===== src/rtl/uart_frame_receiver_pkg.sv =====
// Shared types and defaults for the UART frame receiver and its bit-level deserialiser.
package uart_frame_receiver_pkg;

    localparam int unsigned DEF_CLKS_PER_BIT = 87;
    localparam logic [7:0]  DEF_SYNC_BYTE    = 8'hA5;

    typedef enum logic [1:0] {
        ST_IDLE,
        ST_COLLECT,
        ST_HOLD
    } frame_state_t;

    typedef enum logic [1:0] {
        RX_IDLE,
        RX_START,
        RX_DATA,
        RX_STOP
    } rx_state_t;

endpackage


===== src/rtl/uart_frame_receiver_if.sv =====
// Frame output bus: valid/ready handshake plus frame status towards the cipher datapath.
interface uart_frame_receiver_if #(
    parameter int unsigned NUM_BYTES = 16
);
    localparam int unsigned DW = 8 * NUM_BYTES;
    localparam int unsigned CW = $clog2(NUM_BYTES + 1);

    logic          out_ready;
    logic          out_valid;
    logic [DW-1:0] out_data;
    logic [CW-1:0] byte_cnt;
    logic          busy;
    logic          err_timeout;
    logic          err_overrun;

    modport master (
        input  out_ready,
        output out_valid, out_data, byte_cnt, busy, err_timeout, err_overrun
    );

    modport slave (
        output out_ready,
        input  out_valid, out_data, byte_cnt, busy, err_timeout, err_overrun
    );
endinterface


===== src/rtl/uart_frame_receiver_rx.sv =====
// 8N1 UART deserialiser: emits a one-cycle byte_valid strobe with byte_data at mid stop bit.
module uart_frame_receiver_rx
    import uart_frame_receiver_pkg::*;
#(
    parameter int unsigned CLKS_PER_BIT = DEF_CLKS_PER_BIT
) (
    input  logic       clk,
    input  logic       rst,
    input  logic       rx,
    output logic       byte_valid,
    output logic [7:0] byte_data
);
    localparam int unsigned    BW       = (CLKS_PER_BIT > 1) ? $clog2(CLKS_PER_BIT) : 1;
    localparam logic [BW-1:0]  BIT_LAST = BW'(CLKS_PER_BIT - 1);
    localparam logic [BW-1:0]  BIT_MID  = BW'((CLKS_PER_BIT - 1) / 2);

    rx_state_t     state_q, state_n;
    logic [1:0]    sync_q;
    logic          rx_s;
    logic [BW-1:0] tick_q, tick_n;
    logic [2:0]    idx_q, idx_n;
    logic [7:0]    shreg_q, shreg_n;
    logic [7:0]    data_q, data_n;
    logic          valid_q, valid_n;

    assign rx_s       = sync_q[1];
    assign byte_valid = valid_q;
    assign byte_data  = data_q;

    always_ff @(posedge clk) begin
        if (rst) begin
            state_q <= RX_IDLE;
            sync_q  <= 2'b11;
            tick_q  <= '0;
            idx_q   <= '0;
            shreg_q <= '0;
            data_q  <= '0;
            valid_q <= 1'b0;
        end else begin
            state_q <= state_n;
            sync_q  <= {sync_q[0], rx};
            tick_q  <= tick_n;
            idx_q   <= idx_n;
            shreg_q <= shreg_n;
            data_q  <= data_n;
            valid_q <= valid_n;
        end
    end

    // Start bit is re-checked at its midpoint; data and stop bits are sampled one bit period apart.
    always_comb begin
        state_n = state_q;
        tick_n  = tick_q;
        idx_n   = idx_q;
        shreg_n = shreg_q;
        data_n  = data_q;
        valid_n = 1'b0;
        case (state_q)
            RX_IDLE: begin
                tick_n = '0;
                if (!rx_s) state_n = RX_START;
            end
            RX_START: begin
                if (tick_q == BIT_MID) begin
                    tick_n  = '0;
                    idx_n   = '0;
                    state_n = rx_s ? RX_IDLE : RX_DATA;
                end else begin
                    tick_n = tick_q + BW'(1);
                end
            end
            RX_DATA: begin
                if (tick_q == BIT_LAST) begin
                    tick_n  = '0;
                    shreg_n = {rx_s, shreg_q[7:1]};
                    idx_n   = idx_q + 3'd1;
                    if (idx_q == 3'd7) state_n = RX_STOP;
                end else begin
                    tick_n = tick_q + BW'(1);
                end
            end
            RX_STOP: begin
                if (tick_q == BIT_LAST) begin
                    tick_n  = '0;
                    state_n = RX_IDLE;
                    if (rx_s) begin
                        valid_n = 1'b1;
                        data_n  = shreg_q;
                    end
                end else begin
                    tick_n = tick_q + BW'(1);
                end
            end
            default: state_n = RX_IDLE;
        endcase
    end

endmodule


===== src/rtl/uart_frame_receiver.sv =====
// Packs NUM_BYTES UART bytes into one wide frame with optional sync header,
// inter-byte timeout and a valid/ready output handshake.
module uart_frame_receiver
    import uart_frame_receiver_pkg::*;
#(
    parameter int unsigned NUM_BYTES    = 16,
    parameter int unsigned CLKS_PER_BIT = DEF_CLKS_PER_BIT,
    parameter bit          SYNC_EN      = 1'b1,
    parameter logic [7:0]  SYNC_BYTE    = DEF_SYNC_BYTE,
    parameter int unsigned TIMEOUT_CYC  = 1000000,
    parameter bit          MSB_FIRST    = 1'b1
) (
    input  logic                  clk,
    input  logic                  rst,
    input  logic                  rx,
    uart_frame_receiver_if.master bus
);
    localparam int unsigned DW = 8 * NUM_BYTES;
    localparam int unsigned CW = $clog2(NUM_BYTES + 1);
    localparam int unsigned TW = (TIMEOUT_CYC > 0) ? $clog2(TIMEOUT_CYC + 1) : 1;

    logic          strobe;
    logic [7:0]    rx_byte;

    frame_state_t  state_q, state_n;
    logic [DW-1:0] data_q, data_n, shifted;
    logic [CW-1:0] cnt_q, cnt_n;
    logic [TW-1:0] tmo_q, tmo_n;
    logic          valid_q, valid_n;
    logic          busy_q, busy_n;
    logic          err_t_q, err_t_n;
    logic          err_o_q, err_o_n;
    logic          idle_take;

    uart_frame_receiver_rx #(
        .CLKS_PER_BIT(CLKS_PER_BIT)
    ) u_rx (
        .clk       (clk),
        .rst       (rst),
        .rx        (rx),
        .byte_valid(strobe),
        .byte_data (rx_byte)
    );

    assign bus.out_valid   = valid_q;
    assign bus.out_data    = data_q;
    assign bus.byte_cnt    = cnt_q;
    assign bus.busy        = busy_q;
    assign bus.err_timeout = err_t_q;
    assign bus.err_overrun = err_o_q;

    // Shift-in keeps the first received byte at the chosen end once the frame is complete.
    always_comb begin
        shifted = MSB_FIRST ? ((data_q << 8) | DW'(rx_byte))
                            : ((data_q >> 8) | (DW'(rx_byte) << (DW - 8)));
    end

    always_ff @(posedge clk) begin
        if (rst) begin
            state_q <= ST_IDLE;
            data_q  <= '0;
            cnt_q   <= '0;
            tmo_q   <= '0;
            valid_q <= 1'b0;
            busy_q  <= 1'b0;
            err_t_q <= 1'b0;
            err_o_q <= 1'b0;
        end else begin
            state_q <= state_n;
            data_q  <= data_n;
            cnt_q   <= cnt_n;
            tmo_q   <= tmo_n;
            valid_q <= valid_n;
            busy_q  <= busy_n;
            err_t_q <= err_t_n;
            err_o_q <= err_o_n;
        end
    end

    always_comb begin
        state_n   = state_q;
        data_n    = data_q;
        cnt_n     = cnt_q;
        tmo_n     = tmo_q;
        valid_n   = valid_q;
        err_t_n   = 1'b0;
        err_o_n   = 1'b0;
        idle_take = 1'b0;
        case (state_q)
            ST_IDLE: idle_take = strobe;
            ST_COLLECT: begin
                if (strobe) begin
                    data_n = shifted;
                    cnt_n  = cnt_q + CW'(1);
                    tmo_n  = '0;
                    if (cnt_q == CW'(NUM_BYTES - 1)) begin
                        state_n = ST_HOLD;
                        valid_n = 1'b1;
                    end
                end else if (TIMEOUT_CYC != 0) begin
                    if (tmo_q == TW'(TIMEOUT_CYC - 1)) begin
                        err_t_n = 1'b1;
                        cnt_n   = '0;
                        data_n  = '0;
                        tmo_n   = '0;
                        state_n = ST_IDLE;
                    end else begin
                        tmo_n = tmo_q + TW'(1);
                    end
                end
            end
            ST_HOLD: begin
                // A byte arriving on the release edge starts the next frame instead of overrunning.
                if (bus.out_ready) begin
                    valid_n   = 1'b0;
                    cnt_n     = '0;
                    state_n   = ST_IDLE;
                    idle_take = strobe;
                end else if (strobe) begin
                    err_o_n = 1'b1;
                end
            end
            default: state_n = ST_IDLE;
        endcase

        if (idle_take) begin
            tmo_n = '0;
            if (SYNC_EN) begin
                if (rx_byte == SYNC_BYTE) state_n = ST_COLLECT;
            end else begin
                data_n = shifted;
                cnt_n  = CW'(1);
                if (NUM_BYTES == 1) begin
                    state_n = ST_HOLD;
                    valid_n = 1'b1;
                end else begin
                    state_n = ST_COLLECT;
                end
            end
        end

        busy_n = (state_n == ST_COLLECT) || ((state_n != ST_IDLE) && !valid_n);
    end

endmodule


===== src/flat_wrapper.sv =====
// flat-port wrapper written by rule: the top's interface ports become plain ports
module uart_frame_receiver_flat import uart_frame_receiver_pkg::*;
#(
    parameter int unsigned NUM_BYTES    = 16,
    parameter int unsigned CLKS_PER_BIT = DEF_CLKS_PER_BIT,
    parameter bit          SYNC_EN      = 1'b1,
    parameter logic [7:0]  SYNC_BYTE    = DEF_SYNC_BYTE,
    parameter int unsigned TIMEOUT_CYC  = 1000000,
    parameter bit          MSB_FIRST    = 1'b1
)
  (clk, rst, rx, bus_out_ready, bus_out_valid, bus_out_data, bus_byte_cnt, bus_busy, bus_err_timeout, bus_err_overrun);
  uart_frame_receiver_if #(.NUM_BYTES(NUM_BYTES)) bus_i ();
  input  logic clk;
  input  logic rst;
  input  logic rx;
  input wire logic [$bits(bus_i.out_ready)-1:0] bus_out_ready;
  output wire logic [$bits(bus_i.out_valid)-1:0] bus_out_valid;
  output wire logic [$bits(bus_i.out_data)-1:0] bus_out_data;
  output wire logic [$bits(bus_i.byte_cnt)-1:0] bus_byte_cnt;
  output wire logic [$bits(bus_i.busy)-1:0] bus_busy;
  output wire logic [$bits(bus_i.err_timeout)-1:0] bus_err_timeout;
  output wire logic [$bits(bus_i.err_overrun)-1:0] bus_err_overrun;
  assign bus_i.out_ready = bus_out_ready;
  assign bus_out_valid = bus_i.out_valid;
  assign bus_out_data = bus_i.out_data;
  assign bus_byte_cnt = bus_i.byte_cnt;
  assign bus_busy = bus_i.busy;
  assign bus_err_timeout = bus_i.err_timeout;
  assign bus_err_overrun = bus_i.err_overrun;
  uart_frame_receiver #(.NUM_BYTES(NUM_BYTES), .CLKS_PER_BIT(CLKS_PER_BIT), .SYNC_EN(SYNC_EN), .SYNC_BYTE(SYNC_BYTE), .TIMEOUT_CYC(TIMEOUT_CYC), .MSB_FIRST(MSB_FIRST)) u_core (.clk(clk), .rst(rst), .rx(rx), .bus(bus_i));
endmodule

===== config.mk =====
export PLATFORM = sky130hd
export DESIGN_NAME = uart_frame_receiver_flat
export DESIGN_NICKNAME = d
export VERILOG_FILES = /design/src/rtl/uart_frame_receiver_pkg.sv /design/src/rtl/uart_frame_receiver_if.sv /design/src/rtl/uart_frame_receiver_rx.sv /design/src/rtl/uart_frame_receiver.sv /design/src/flat_wrapper.sv
export SDC_FILE = /design/constraint.sdc
export NUM_CORES = 1
export LEC_CHECK = 0
export ABC_CLOCK_PERIOD_IN_PS = 3400
export BUFFER_PORTS_ARGS = -buffer_cell sky130_fd_sc_hd__buf_2
export CAP_MARGIN = 5
export CORE_ASPECT_RATIO = 1.5
export CORE_UTILIZATION = 45
export CTS_CLUSTER_SIZE = 24
export DETAILED_ROUTE_END_ITERATION = 6
export PLACE_DENSITY = 0.67
export SYNTH_ARGS = -nofsm -noshare
export SYNTH_HDL_FRONTEND = slang
export SYNTH_SLANG_ARGS = --single-unit

===== constraint.sdc =====
create_clock -name clk -period 3.4 [get_ports clk]
set_clock_uncertainty 0.15 [all_clocks]
set_input_delay 0.68 -clock clk [delete_from_list [all_inputs] [get_ports clk]]
set_output_delay 0.68 -clock clk [all_outputs]
set_load 0.05 [all_outputs]

==> results of run 1 <==
power by group:
part	switching [mW]	leakage, nW	internal [mW]	total, mW
logic	0.0328	1.65	0.0300	0.0627
clock network	0.964	0.286	0.995	1.96
registers	0.00220	1.53	2.23	2.23
area by class of cell:
type	instances	area (µm²)
Fill cell	1548	7390
Sequential cell	190	3800
Multi-Input combinational cell	490	3200
Timing Repair Buffer	146	786
Clock buffer	18	429
Tap cell	206	258
Clock inverter	14	166
Inverter	22	82.6
worst max-delay path by stage:
stage	start	end	slack, ns	cells past startpoint
2_1_floorplan	u_core.bus.byte_cnt[0]	u_core.bus.busy	1.04	7
3_3_place_gp	bus_out_ready	u_core.bus.busy	1.12	6
3_5_place_dp	register	u_core.u_rx.idx_q[0]	1.11	6
4_1_cts	register	u_core.u_rx.idx_q[0]	1.09	6
5_1_grt	register	u_core.u_rx.idx_q[0]	0.91	6
6_report	u_core.tmo_q[0]	u_core.bus.out_data[85]	1.08	7
flip-flops by register name, summed over array words and instances (netlist names), named ones only:
| name | cells |
|---|---|
| u_core.bus.busy | 1 |
| u_core.bus.byte_cnt | 5 |
| u_core.bus.err_overrun | 1 |
| u_core.bus.err_timeout | 1 |
| u_core.bus.out_data | 128 |
| u_core.bus.out_valid | 1 |
| u_core.state_q | 2 |
| u_core.tmo_q | 20 |
| u_core.u_rx.byte_data | 8 |
| u_core.u_rx.byte_valid | 1 |
| u_core.u_rx.idx_q | 3 |
| u_core.u_rx.shreg_q | 8 |
| u_core.u_rx.state_q | 1 |
| u_core.u_rx.sync_q | 2 |
| u_core.u_rx.tick_q | 7 |
stage by stage:
| step | setup slack, ns | total power, mW | util | hold slack, ns |
|---|---|---|---|---|
| global route | 0.911 | 4.39 | 0.541 | 0.280 |
| global placement | 1.12 | 2.34 | 0.505 | 0.243 |
| floorplan | 1.04 | 2.33 | - | 0.239 |
| detailed placement | 1.11 | 2.34 | 0.505 | 0.248 |
| CTS | 1.09 | 4.30 | 0.541 | 0.269 |
| finish | 1.08 | 4.25 | 0.541 | 0.266 |
worst register-to-register path: stages (launching register included):
cell and delay (ns):
dfxtp_1 0.37, ha_1 0.24, and4_1 0.22, and4_4 0.28
a21oi_4 0.09, nor2_4 0.13, buf_12 0.39, o22ai_1 0.30
Yosys cell counts (3+ instances only):
cell and number:
a21oi_1 21, and3_1 8, and4_1 4, and4bb_1 3
buf_2 5, buf_4 17, buf_6 3, clkbuf_1 34
dfxtp_1 190, ha_1 11, inv_1 22, mux2i_1 10
nand2_1 22, nand2b_1 127, nand3_1 21, nand4_1 11
nor2_1 41, nor2b_1 5, nor3_1 5, nor3b_1 3
nor4b_1 3, o211ai_1 3, o21ai_0 9, o22ai_1 113
o32ai_1 16, or3_1 4, xnor2_1 4, xor2_1 16
cells by family (layout without fill, tap and decap cells):
group           after synthesis  in the layout  share of synthesized area
simple gates                271            271                      0.216
compound gates              177            177                      0.158
fa+ha+maj                    11             11                     0.0186
xor+xnor                     20             20                     0.0237
flops                       190            190                      0.515
buf+inv                      82            200                     0.0542
mux                          11             11                     0.0151
metal layers:
metal,wire length (µm),part of all wire,global-route usage,up-vias
li1,-,-,-,2946
met1,7290,0.44,0.238,2668
met2,8520,0.51,0.351,113
met3,570,0.034,0.0397,12
met4,194,0.012,0.0629,0
met5,0,0,0,-
==> flow_summary.toml, run 1 <==
[outcome]
status = "finished, final reports clean"

[floorplanning]
io_pins = 141
die_h_um = 159
die_area_mm2 = 0.0170
core-area_mm2 = 0.0161
fp.dieW_um = 107
rows = 57
start_util = 0.459

[global_routing]
gr-total-overflow = 0
grt_usage = 0.198
grt_first_pass_wirelength_um = 27200
grt_max_degree = 129
antenna_found_initial = 0
grt_pass1_vias = 5297

[logic_synthesis]
synth_top_area_share = 0.515
ys_seq_area_frac = 0.515
syn_nets = 777
yosysWarnings = 0
synth_seq_cells = 190
postSynthCellCount = 762
yosysUniqueCellTypes = 53
synth_enable_flop_cells = 0
ys.flop_type = "dfxtp_1"
syn_area_mm2 = 0.00739
synthArstFlopShare = 0
synthTopCellsByArea = "dfxtp_1 51%, nand2b_1 11%, o22ai_1 9.6%"
synth_top_area_cell = "dfxtp_1"
syn_avg_cell_area_um2 = 9.70

[timing]
slew-limit-headroom = 0.562
fin_crit_sh = 0.681
tightest_slew_ns = 0.655
slew_viol_final = 0
hold_viol_final = 0
period_needed_ns = 2.32
rsz0062_at_grt = "no"
setup_viol = 0
timing.fmax_mhz = 432
fin_tns_setup_ns = 0

[cts]
cts_buffers = 17
clock-root-buffer = "clkbuf_16"
cts_buffer_depth = 2
path_clk_slew_ns = 0.07
cts_setup_buffers = 0
cts_resized = 0
ctsHoldBuffers = 0
cts_htree_levels = 4
clock_latency_ns = 0.42
cts_tree = "yes"
clock-sinks = 190

[pwr]
p_leak_nw = 3.46
power_density_mw_per_mm2 = 487
vdd_drop_max_uv = 290

[route]
drt-wirelength-per-cell_um = 15.3
detail-route-antenna-nets = 0
vias = 5739
firstDrtPassIters = 4
drc = 0
first_iter_violations = 376
routed_wl_um = 16600
via_per_inst = 5.28

[setup_path]
cp_data_required_time_ns = 3.53
reg2reg_to = "u_core.bus.out_data[85]"
path_cells = "ha_1, and4_1, and4_4, a21oi_4, nor2_4, buf_12, o22ai_1"
end_kind = "register"
worst-path-buf-inv = 1
critical_path.top_delay_family = "simple AND/OR/NAND/NOR gates"
cp_max_fo = 128
r2r_cells = 7
rrSetupSlack_ns = 1.08
crit_slowest_cell = "buf_12"
crit_arrival_ns = 2.44
crit_type = "reg -> reg"
worstReg2RegStart = "u_core.tmo_q[0]"
cp-start-kind = "register"
cpPeakStageDelay_ns = 0.39

[placement]
place_area_mm2 = 0.00813
place_congestion = 0.800
port_buffers = 140
place_inst = 1054
dp_hpwl_um = 10900

[cells_and_area]
final_cell_mix = "190 x dfxtp_1, 139 x buf_2, 127 x nand2b_1"
final_design_area_no_fill_mm2 = 0.00873
layout_commonest_cell = "dfxtp_1"
final_cells = 1086
area_growth_pct = 18.1
diodes = 0
drive_gt1_frac = 0.217
layout.nets = 882

[worst_hold_path]
hold_depth = 1
hold_path_class = "reg -> reg"
min_to = "u_core.u_rx.sync_q[1]"
holdCritStartpoint = "u_core.u_rx.sync_q[0]"

[flow_run]
drv_cap = 0
(Power assumes the default switching activity.)
==> inputs of run 2 (changes only) <==
- ABC_CLOCK_PERIOD_IN_PS: 3400 -> 1950
- PLACE_DENSITY: 0.67 -> 0.7
- clock period: 3.4 -> 1.95 ns (I/O delays scaled with it)
==> run 2 against run 1 <==
  * Largest power group unchanged
  * The run now ends with negative setup slack left
  * Via count is 6.6% higher
  * Clock power up 76%
  * First-iteration DRC count down 7.2%
  * Critical path type unchanged
  * Sequential cell count unchanged
==> flow_summary.toml, run 2 (synthesis gave the netlist of run 1 again) <==
[timing]
rsz0062_at_grt = "yes"
period_needed_ns = 1.97
setup_viol = 13
fin_crit_sh = 1.01
hold_viol_final = 0
timing.fmax_mhz = 507
fin_ws_ns = -0.0227
slew_viol_final = 0
slew-limit-headroom = 0.632
tightest_slew_ns = 0.551
fin_tns_setup_ns = -0.0868
fin_hold_ws_ns = 0.216

[worst_hold_path]
hold_path_class = "in -> reg"

[cells_and_area]
regArea_mm2 = 0.00382
layout.nets = 949
fillers = 1356
multiInputGateArea_mm2 = 0.00358
drive_gt1_frac = 0.345
area_growth_pct = 33.4
diodes = 0
final_cell_mix = "178 x dfxtp_1, 139 x buf_2, 127 x nand2b_1"
layout_commonest_cell = "dfxtp_1"
largest_register_ffs = 128

[cts]
cts_buffers = 17
clock_latency_ns = 0.43
cts_buffer_depth = 2
path_clk_slew_ns = 0.07
cts_tree = "yes"
clock-root-buffer = "clkbuf_16"
clock-sinks = 190
cts_htree_levels = 4

[pwr]
power_density_mw_per_mm2 = 756
p_leak_nw = 3.96
vdd_drop_max_uv = 577

[setup_path]
crit_type = "reg -> reg"
cp-start-kind = "register"
crit_arrival_ns = 2.11
cp_max_fo = 8
end_kind = "register"
cp_data_required_time_ns = 2.09

[global_routing]
grt_first_pass_wirelength_um = 28800
antenna_found_initial = 0
grt_max_degree = 97
gr-total-overflow = 0
grt_pass1_vias = 5827
grt_usage = 0.213

[placement]
dp_hpwl_um = 12300
port_buffers = 140
place_congestion = 0.811

[route]
via_per_inst = 5.31
firstDrtPassIters = 4
drc = 0
first_iter_violations = 349
routed_wl_um = 18700
vias = 6117
detail-route-antenna-nets = 0
drt-wirelength-per-cell_um = 16.2

[floorplanning]
rows = 57
core-area_mm2 = 0.0161
die_h_um = 159
fp.dieW_um = 107
io_pins = 141
die_area_mm2 = 0.0170
start_util = 0.459

[flow_run]
drv_cap = 0

[outcome]
status = "finished with violations"
violations = "negative setup slack"
-- run 2: cell count changes in the layout (fill, tap and decap cells not counted), moves of 12 or more --
cell | before | now
o22ai_2 | 0 | 26
buf_4 | 4 | 51
o32ai_1 | 16 | 1
o22ai_1 | 113 | 86
dfxtp_1 | 190 | 178
o32ai_2 | 0 | 15
-- run 2: stage by stage --
stage | std cells | setup WS [ns] | utilization | cell area, µm² | power [mW]
2_1_floorplan | 762 | -0.0607 | - | 7440 | 4.06
3_3_place_gp | 1109 | -0.0481 | 0.538 | 8660 | 4.09
3_5_place_dp | 1109 | -0.0593 | 0.538 | 8660 | 4.09
4_1_cts | 1142 | -0.0295 | 0.577 | 9300 | 7.53
5_1_grt | 1153 | -0.0873 | 0.611 | 9860 | 7.72
6_report | 1153 | -0.0227 | 0.611 | 9860 | 7.45
-- run 2: power breakdown --
part / switching, mW / total (mW) / leakage (nW) / internal [mW]
combinational: 0.0635 / 0.128 / 2.13 / 0.0650
clock: 1.56 / 3.44 / 0.288 / 1.88
sequential: 0.00409 / 3.88 / 1.54 / 3.88
total: 1.63 / 7.45 / 3.96 / 5.82
-- run 2: worst paths after layout --
kind	startpoint	to	slack, ns	depth (start not counted)
worst max-delay path	u_core.tmo_q[8]	u_core.bus.out_data[14]	-0.02	8
worst min-delay path	rst	u_core.tmo_q[1]	0.22	3
worst max register to register	u_core.tmo_q[8]	u_core.bus.out_data[14]	-0.02	8
worst min register to register	u_core.u_rx.sync_q[0]	u_core.u_rx.sync_q[1]	0.26	1
-- run 2: layout make-up --
cell class / instances / area share
timing repair buffer: 213 / 0.154
clock inverter: 13 / 0.0143
multi-input combinational: 490 / 0.363
inverter: 22 / 0.00838
sequential: 190 / 0.388
tap: 206 / 0.0262
clock buffer: 19 / 0.0460
-- run 2: per-layer routing --
layer | GRT usage | share of wire | wire (µm)
met2 | 0.367 | 0.53 | 9890
met1 | 0.251 | 0.41 | 7580
met3 | 0.0475 | 0.041 | 768
met4 | 0.0897 | 0.025 | 476
met5 | 0 | 0 | 0
-- run 2: worst max-delay path, cell delays in order, from the launching register on --
cell and delay, ns:
dfxtp_2 0.33, nor4b_2 0.28, buf_4 0.15, and4_4 0.25, a21oi_4 0.07, nor2_4 0.16, buf_12 0.18, clkbuf_16 0.18
o22ai_2 0.07
-- run 2: repair_timing --
item / CTS / global route
endpoints found under the hold margin: 1 / 0
pin swaps: 6 / 39
hold buffers: 1 / 0
resized for setup: 8 / 64
endpoints found under the setup margin: 130 / 157
cloned: 0 / 8
buffers inserted: 0 / 3
